**config.mk**
```make
export PLATFORM = sky130hd
export DESIGN_NAME = fcs_stream_arbiter
export DESIGN_NICKNAME = d
export VERILOG_FILES = /design/src/rtl/utils_pkg.sv /design/src/rtl/crc32_d64.sv /design/src/rtl/fcs_stream_arbiter.sv
export SDC_FILE = /design/constraint.sdc
export NUM_CORES = 1
export LEC_CHECK = 0
export ABC_AREA = 1
export CAP_MARGIN = 15
export CORE_AREA = 3 3 342 175
export DETAILED_ROUTE_END_ITERATION = 7
export DIE_AREA = 0 0 345 178
export PLACE_DENSITY = 0.54
export SKIP_CTS_REPAIR_TIMING = 1
export SLEW_MARGIN = 0
export SYNTH_ARGS = -nofsm -noshare
export SYNTH_HDL_FRONTEND = slang
export SYNTH_HIERARCHICAL = 1
export SYNTH_SLANG_ARGS = --single-unit
export TNS_END_PERCENT = 10
```
**constraint.sdc**
```tcl
create_clock -name clk -period 6.4 [get_ports clk]
set_input_delay 0.64 -clock clk [delete_from_list [all_inputs] [get_ports clk]]
set_output_delay 0.64 -clock clk [all_outputs]
set_load 0.05 [all_outputs]
```
**src/rtl/utils_pkg.sv**
```systemverilog
// Shared CRC32 helpers and constants for the FCS stream arbiter.
// The CRC register is kept in MSB-first (non-reflected) form; byte/result reversal yields Ethernet FCS.
package utils_pkg;

    localparam logic [31:0] CRC32_POLY    = 32'h04C11DB7;
    localparam logic [31:0] CRC32_INIT    = 32'hFFFFFFFF;
    localparam logic [31:0] CRC32_RESIDUE = 32'hDEBB20E3;

    typedef enum logic {
        IDLE,
        PASS
    } fcs_arb_state_t;

    function automatic logic [7:0] bit_reverse8(input logic [7:0] d);
        logic [7:0] r;
        r = '0;
        for (int unsigned i = 0; i < 8; i++) r[i] = d[7-i];
        return r;
    endfunction

    function automatic logic [31:0] bit_reverse32(input logic [31:0] d);
        logic [31:0] r;
        r = '0;
        for (int unsigned i = 0; i < 32; i++) r[i] = d[31-i];
        return r;
    endfunction

    function automatic logic [31:0] crc32_byte(input logic [31:0] crc, input logic [7:0] d);
        logic [31:0] c;
        c = crc ^ {bit_reverse8(d), 24'h000000};
        for (int unsigned k = 0; k < 8; k++)
            c = c[31] ? ((c << 1) ^ CRC32_POLY) : (c << 1);
        return c;
    endfunction

endpackage

```
**src/rtl/crc32_d64.sv**
```systemverilog
// Combinational CRC32 update over one 64-bit beat; only bytes with keep set are folded in, lowest byte first.
module crc32_d64
    import utils_pkg::*;
(
    input  logic [63:0] data,
    input  logic [7:0]  keep,
    input  logic [31:0] crc_in,
    output logic [31:0] crc_out
);

    always_comb begin
        crc_out = crc_in;
        for (int unsigned i = 0; i < 8; i++)
            if (keep[i]) crc_out = crc32_byte(crc_out, data[8*i +: 8]);
    end

endmodule

```
**src/rtl/fcs_stream_arbiter.sv**
```systemverilog
// Packet-granular round-robin arbiter sharing one CRC32 engine; emits FCS + source ID after each packet.
// Optional FCS_CHECK_EN adds fcs_ok, flagging packets that already end in a valid FCS.
module fcs_stream_arbiter
    import utils_pkg::*;
#(
    parameter int NREQ = 2,
    parameter int IDW  = 2
) (
    input  logic               clk,
    input  logic               rst,
    input  logic [NREQ*64-1:0] s_tdata,
    input  logic [NREQ*8-1:0]  s_tkeep,
    input  logic [NREQ-1:0]    s_tvalid,
    input  logic [NREQ-1:0]    s_tlast,
    output logic [NREQ-1:0]    s_tready,
    output logic [63:0]        m_tdata,
    output logic [7:0]         m_tkeep,
    output logic               m_tvalid,
    output logic               m_tlast,
    output logic [IDW-1:0]     m_tid,
    input  logic               m_tready,
    output logic [31:0]        fcs_data,
    output logic [IDW-1:0]     fcs_id,
    output logic               fcs_valid
`ifdef FCS_CHECK_EN
    ,
    output logic               fcs_ok
`endif
);

    localparam int unsigned NREQ_U = NREQ;

    fcs_arb_state_t state_q, state_d;
    logic [IDW-1:0] grant_q, grant_d;
    logic [IDW-1:0] last_grant_q;
    logic [31:0]    crc_q, crc_next;
    logic           hs;
    logic           arb_found;
    int unsigned    arb_idx;

    crc32_d64 u_crc (
        .data    (m_tdata),
        .keep    (m_tkeep),
        .crc_in  (crc_q),
        .crc_out (crc_next)
    );

    assign hs    = m_tvalid && m_tready;
    assign m_tid = grant_q;

    always_comb begin
        state_d   = state_q;
        grant_d   = grant_q;
        s_tready  = '0;
        m_tdata   = '0;
        m_tkeep   = '0;
        m_tvalid  = 1'b0;
        m_tlast   = 1'b0;
        arb_found = 1'b0;
        arb_idx   = 0;
        case (state_q)
            IDLE: begin
                // Scan candidates in priority order starting just after the last winner.
                for (int unsigned k = 0; k < NREQ_U; k++) begin
                    arb_idx = (32'(last_grant_q) + 1 + k) % NREQ_U;
                    for (int unsigned j = 0; j < NREQ_U; j++) begin
                        if (!arb_found && j == arb_idx && s_tvalid[j]) begin
                            arb_found = 1'b1;
                            grant_d   = IDW'(j);
                        end
                    end
                end
                if (arb_found) state_d = PASS;
            end
            PASS: begin
                for (int unsigned i = 0; i < NREQ_U; i++) begin
                    if (grant_q == IDW'(i)) begin
                        m_tdata     = s_tdata[64*i +: 64];
                        m_tkeep     = s_tkeep[8*i +: 8];
                        m_tvalid    = s_tvalid[i];
                        m_tlast     = s_tlast[i];
                        s_tready[i] = m_tready;
                    end
                end
                if (hs && m_tlast) state_d = IDLE;
            end
            default: state_d = IDLE;
        endcase
    end

    always_ff @(posedge clk or posedge rst) begin
        if (rst) begin
            state_q      <= IDLE;
            grant_q      <= '0;
            last_grant_q <= IDW'(NREQ - 1);
            crc_q        <= CRC32_INIT;
            fcs_valid    <= 1'b0;
            fcs_data     <= '0;
            fcs_id       <= '0;
`ifdef FCS_CHECK_EN
            fcs_ok       <= 1'b0;
`endif
        end else begin
            state_q   <= state_d;
            grant_q   <= grant_d;
            fcs_valid <= 1'b0;
            if (state_q == IDLE) begin
                crc_q <= CRC32_INIT;
            end else if (hs) begin
                crc_q <= crc_next;
                if (m_tlast) begin
                    fcs_valid    <= 1'b1;
                    fcs_data     <= ~bit_reverse32(crc_next);
                    fcs_id       <= grant_q;
                    last_grant_q <= grant_q;
`ifdef FCS_CHECK_EN
                    fcs_ok       <= (bit_reverse32(crc_next) == CRC32_RESIDUE);
`endif
                end
            end
        end
    end

endmodule

```
; Yosys cells after proc, flatten, opt, wreduce, memory -nomap -nowiden
; Cells that the tools add are included.
[word_totals]
ram_bits = 0
latch_bits = 0
in_bits = 151
word_cells = 211
mem_count = 0
output_inout_bits = 113
regBits = 71
mem_bits_ro = 0
[op_classes]
n_mux = 108
magnitude_cmp = 0
n_mul = 0
n_div = 0
n_shift = 0
add_sub_neg = 2
bitwise_logic = 74
n_eq_ne = 2
n_reduce_logical = 18
[op_table]
columns = cell, count
row1 = $mux W27, 64
row2 = $not A14 Y14, 64
row3 = $mux W32, 10
row4 = $xor A32 B32 Y32, 8
row5 = $mux W64, 3
row6 = $logic_not A32 Y1, 2
row7 = $not A32 Y32, 1
row8 = $mux W8, 3
row9 = $mux W1, 22
row10 = $mux W2, 5
row11 = $logic_and A1 B1 Y1, 9
row12 = $reduce_bool A4 Y1, 1
row13 = $logic_not A1 Y1, 3
row14 = $reduce_and A3 Y1, 1
row15 = $add A1 B1 Y1 const B, 2
row16 = $eq A2 B1 Y1 const B, 1
row17 = $logic_not A2 Y1, 1
row18 = $ne A2 B1 Y1 const B, 1
row19 = $pmux W1 S2, 1
row20 = $reduce_and A2 Y1, 1
row21 = $not A1 Y1, 1

; Depth between registers and ports, before layout
[logic_depth]
depth_word = 150
depth_mapped = 71
mapped_depth_nobuf = 69

; By module
; Netlist, hierarchy kept.
[modules_own_cells]
columns = mod, seq_area_each_um2, area_each_um2, n_inst, cells_per_inst
row1 = crc32_d64, 0.0, 15782.6, 1, 3272
row2 = fcs_stream_arbiter, 1767.9, 4132.7, 1, 598

; Worst setup path after synthesis
; OpenSTA, ideal clock, no wires.
[synth_path]
path_type = register to register
from = register grant_q[0] (netlist: m_tid[0])
to = register crc_q[23]
stages_incl_launch_ff = 64
path_buffers = 4
path_slack_ns = -1.241
t_required_ns = 6.319
setup_ns = 0.081
t_arrival_ns = 7.560
period_less_slack_ns = 7.641
cell_sequence = dfrtp_1 -> buf_2 -> buf_2 -> nand2_1 -> a21oi_1 -> inv_1 -> nand2_1 -> nand2_4 -> nand2_2 -> nand2_2 -> inv_4 -> nand2_2 -> nand3_2 -> nand3_1 -> nand2_1 -> buf_4 -> nand2_1 -> nand3_2 -> [... 28 more ...] -> nand2_2 -> nand2_1 -> nand3_1 -> nand3_1 -> nand2_2 -> nand2_2 -> nand2_2 -> nand2_2 -> inv_2 -> nor2_4 -> nand2_2 -> nand3_2 -> inv_2 -> nand2_1 -> nand2_1 -> inv_1 -> a31oi_1 -> nand2_1
[synth_between]
elab_cells_between_ends = 155
cone_classes = eq/ne: 2 / mux: 83 / bitwise: 68 / reduce/logical: 2
[synth_rtl]
columns = item, line
row1 = "start, declared", fcs_stream_arbiter.sv:34  ; logic [IDW-1:0] grant_q, grant_d;
row2 = "start signal, assigned", fcs_stream_arbiter.sv:105  ; grant_q <= grant_d;
row3 = $logic_not A2 Y1, fcs_stream_arbiter.sv:77  ; if (grant_q == IDW'(i)) begin
row4 = $mux W64, fcs_stream_arbiter.sv:77
row5 = $mux W64 (*), fcs_stream_arbiter.sv:77
row6 = $mux W64 (*), fcs_stream_arbiter.sv:61  ; case (state_q)
row7 = named net m_tdata[2], fcs_stream_arbiter.sv:16  ; output logic [63:0] m_tdata,
row8 = $xor A32 B32 Y32 (*), utils_pkg.sv:30  ; c = crc ^ {bit_reverse8(d), 24'h000000};
row9 = $mux W27 (*), utils_pkg.sv:32  ; c = c[31] ? ((c << 1) ^ CRC32_POLY) : (c << 1);
row10 = $mux W32 (*), crc32_d64.sv:14  ; if (keep[i]) crc_out = crc32_byte(crc_out, data[8*i +: 8]);
row11 = [... 85 more ...], n/a
row12 = $not A14 Y14 (no source line), n/a
row13 = $mux W27, utils_pkg.sv:32
row14 = $not A14 Y14 (no source line), n/a
row15 = $mux W27, utils_pkg.sv:32
row16 = $mux W32 (*), crc32_d64.sv:14
row17 = named net crc_next[23], fcs_stream_arbiter.sv:36  ; logic [31:0] crc_q, crc_next;
row18 = $mux W32 (*), fcs_stream_arbiter.sv:109  ; end else if (hs) begin
row19 = $mux W32 (*), fcs_stream_arbiter.sv:107  ; if (state_q == IDLE) begin
row20 = "end signal, assigned", fcs_stream_arbiter.sv:110  ; crc_q <= crc_next;
row21 = "end, declared", fcs_stream_arbiter.sv:36
; The timed path passes the listed nets; every way through them passes the cells marked *. The select of a mux whose other input is x is not followed.
; A chain may end at the register's enable or synchronous reset.

; Final worst setup path
[layout_path]
from = input s_tdata[1]
to = register fcs_data[14]
[layout_between]
elab_chain_len = 96
elab_cells_between_ends = 140
cone_classes = mux: 74 / bitwise: 66
[layout_lines]
columns = item, line
row1 = "start, declared", fcs_stream_arbiter.sv:11  ; input logic [NREQ*64-1:0] s_tdata,
row2 = $mux W64 (*) (2 in a row), fcs_stream_arbiter.sv:77
row3 = $mux W64 (*), fcs_stream_arbiter.sv:61
row4 = $xor A32 B32 Y32 (*), utils_pkg.sv:30
row5 = $mux W27 (*), utils_pkg.sv:32
row6 = $mux W27 / $not A14 Y14 (equally long branches) (2 in a row), n/a
row7 = $mux W27, utils_pkg.sv:32
row8 = $mux W27 / $not A14 Y14 (equally long branches), n/a
row9 = $mux W27, utils_pkg.sv:32
row10 = [... 78 more ...], n/a
row11 = $mux W27 / $mux W32 (equally long branches), "utils_pkg.sv:32, crc32_d64.sv:14"
row12 = $mux W27 / $xor A32 B32 Y32 (equally long branches), "utils_pkg.sv:32, utils_pkg.sv:30"
row13 = $mux W27 / $not A14 Y14 (equally long branches), n/a
row14 = $not A14 Y14 (no source line) / $mux W27 (equally long branches), n/a
row15 = $mux W27 (2 in a row), utils_pkg.sv:32
row16 = $mux W32 (*), crc32_d64.sv:14
row17 = named net crc_next[17], fcs_stream_arbiter.sv:36
row18 = $not A32 Y32 (*), fcs_stream_arbiter.sv:113  ; fcs_data <= ~bit_reverse32(crc_next);
row19 = "end signal, assigned", fcs_stream_arbiter.sv:113
row20 = "end, declared", fcs_stream_arbiter.sv:22  ; output logic [31:0] fcs_data,
; The timed path passes the listed nets; every way through them passes the cells marked *.

==> flow_summary.json <==
{
  "use_met3": 0.03426,
  "fin_crit_sh": 1.156,
  "final_common_cell": "nand2_1",
  "diodes": 0,
  "cts_tree": "yes",
  "crit_type": "in2reg",
  "io_pins": 264,
  "reg2reg_setup_slack_ns": -0.88,
  "yosysWarnings": 6,
  "cp.required_ns": 6.62,
  "grt_pass1_vias": 25740,
  "synth_seq_cells": 69,
  "fin_nets": 5100,
  "yosysUniqueCellTypes": 50,
  "max_cap_violations": 0,
  "hold_violations": 0,
  "syn2layout_area_growth_pct": 75.15,
  "finalSetupViolations": 64,
  "slew_viol_final": 0,
  "crit_top_cell": "nand2_1",
  "ys_top_cells_by_area": "nand2_1 (36%), nand3_1 (20%), nand2_2 (5.5%), inv_1 (4.5%), dfrtp_1 (4.5%)",
  "finish.instance_area_mm2": 0.03488,
  "gp_congestion": 1.035,
  "dieHeight_um": 178,
  "grt.met1_usage": 0.5270,
  "violations": "setup timing",
  "fin_skew_ns": 0.009521,
  "tightest_slew_ns": 1.154,
  "path_max_fanout": 8,
  "crit_buf_inv": 11,
  "ys_seq_area_frac": 0.08877,
  "viasPerCell": 5.368,
  "route.detailed.wl_per_inst_um": 20.31,
  "antenna_found_initial": 1,
  "crit_arrival_ns": 7.62,
  "grtUsageTotal": 0.3405,
  "placed_area_mm2": 0.02932,
  "rsz0062_at_grt": "true",
  "slew_headroom": 0.2287,
  "cts_buffers": 9,
  "startpoint_type": "primary input",
  "layout_common_cells": "nand2_1 (1509), buf_4 (886), nand3_1 (537)",
  "syn_area_per_cell_um2": 5.146,
  "antenna_left": 0,
  "cts-root-buf": "clkbuf_16",
  "cts_max_level": 3,
  "overflow": 0,
  "hold_path_class": "reg2reg",
  "clock_latency_ns": 0.34,
  "rows": 62,
  "clock-sinks": 69,
  "wirelength_um": 116200,
  "grt_max_degree": 70,
  "firstDrtPassIters": 7,
  "dp_hpwl_um": 92990,
  "slowest_delay_ns": 0.47,
  "port-buffer-count": 261,
  "path_clk_slew_ns": 0.06,
  "drc_errors": 0,
  "synth_top_area_cell": "nand2_1",
  "period_minus_slack_ns": 7.397,
  "die_w_um": 345,
  "end_kind": "flip-flop",
  "final.setup.worst_slack_ns": -0.9972,
  "fill_cells": 5527,
  "synthesis.instances": 3870,
  "pre_cts_slack_ns": -1.844,
  "core_area_mm2": 0.05709,
  "post-synth-top-area-fraction": 0.3555,
  "status": "complete, but fails checks",
  "top_usage_layer": "met1",
  "cpMaxStageDelayCell": "clkdlybuf4s50_1",
  "finalSetupTns_ns": -56.75,
  "cts_buffer_depth": 2,
  "initialDrtViolationCount": 3306,
  "fmax_mhz": 135.2,
  "dieArea_mm2": 0.06141,
  "use_met2": 0.5084,
  "synth_area_mm2": 0.01992,
  "critPathTopFamily": "simple AND/OR/NAND/NOR gates",
  "vias": 30720,
  "start_util": 0.3488,
  "grt_pass1_wl_um": 161000,
  "drive_gt1_frac": 0.4249,
  "fin_util": 0.6109
}
kinds of logic after synthesis:
logic type,after synthesis,share of synthesized area
AO/OA/AOI/OAI,184,0.04932
XOR/XNOR,100,0.04567
buffers and inverters,418,0.09857
flip-flops,69,0.08877
other,1,0.0001883
AND/OR/NAND/NOR,3098,0.7175
cells in the mapped netlist, drive strengths merged:
cell type,count
xnor2,23
xor2,77
dlygate4sd1,1
and2,2
clkbuf,48
buf,81
dfstp,33
a21oi,87
o21ai,65
a21boi,5
nand3,862
a31oi,23
dlygate4sd3,3
nor3,2
o211ai,3
nand3b,9
clkinv,2
nand2,2114
or2,13
dfrtp,36
nand4,55
conb,1
inv,282
o22ai,1
nor2,41
clkdlybuf4s50,1
registers in the layout, indices dropped and copies added, names as in the netlist:
signal        count
crc_q            32
state_q           1
fcs_data         32
m_tid             1
last_grant_q      1
fcs_valid         1
fcs_id            1
metrics by stage:
step / cells / hold slack, ns
floorplan: 3871 / 0.4432
global placement: 5562 / 0.4547
detailed placement: 5562 / 0.4562
CTS: 5578 / 0.4658
global route: 5722 / 0.5013
finish: 5722 / 0.4675
layer usage:
metal,part of all wire,up-vias
met4,0.025,0
li1,-,14660
met1,0.47,14580
met5,0,-
met3,0.086,144
met2,0.42,1331
layout make-up:
class / count / area [µm²] / area share
Clock inverter: 6 / 47.55 / 0.001363
Timing Repair Buffer: 1196 / 10000 / 0.2867
Multi-Input combinational cell: 3389 / 20770 / 0.5954
Inverter: 284 / 1086 / 0.03114
Clock buffer: 10 / 250.2 / 0.007174
Tap cell: 768 / 960.9 / 0.02755
Sequential cell: 69 / 1769 / 0.05072
worst paths after layout:
| check | from | to | cells after the start |
|---|---|---|---|
| max | s_tdata[1] | fcs_data[14] | 69 |
| min | last_grant_q[0] | last_grant_q[0] | 2 |
| max reg2reg | m_tid[0] | fcs_data[14] | 64 |
| min reg2reg | last_grant_q[0] | last_grant_q[0] | 2 |
| max in group asynchronous | rst | m_tid[0] | 3 |
| min in group asynchronous | rst | fcs_data[15] | 3 |
worst min-delay path, delay by kind of cell (launching register included):
family | cells | cell delay (ns)
flip-flops | 1 | 0.37
AND/OR/NAND/NOR | 2 | 0.09
Power is not shown: default switching activity piles up to over one toggle a cycle in this logic, so the estimate is an artifact.
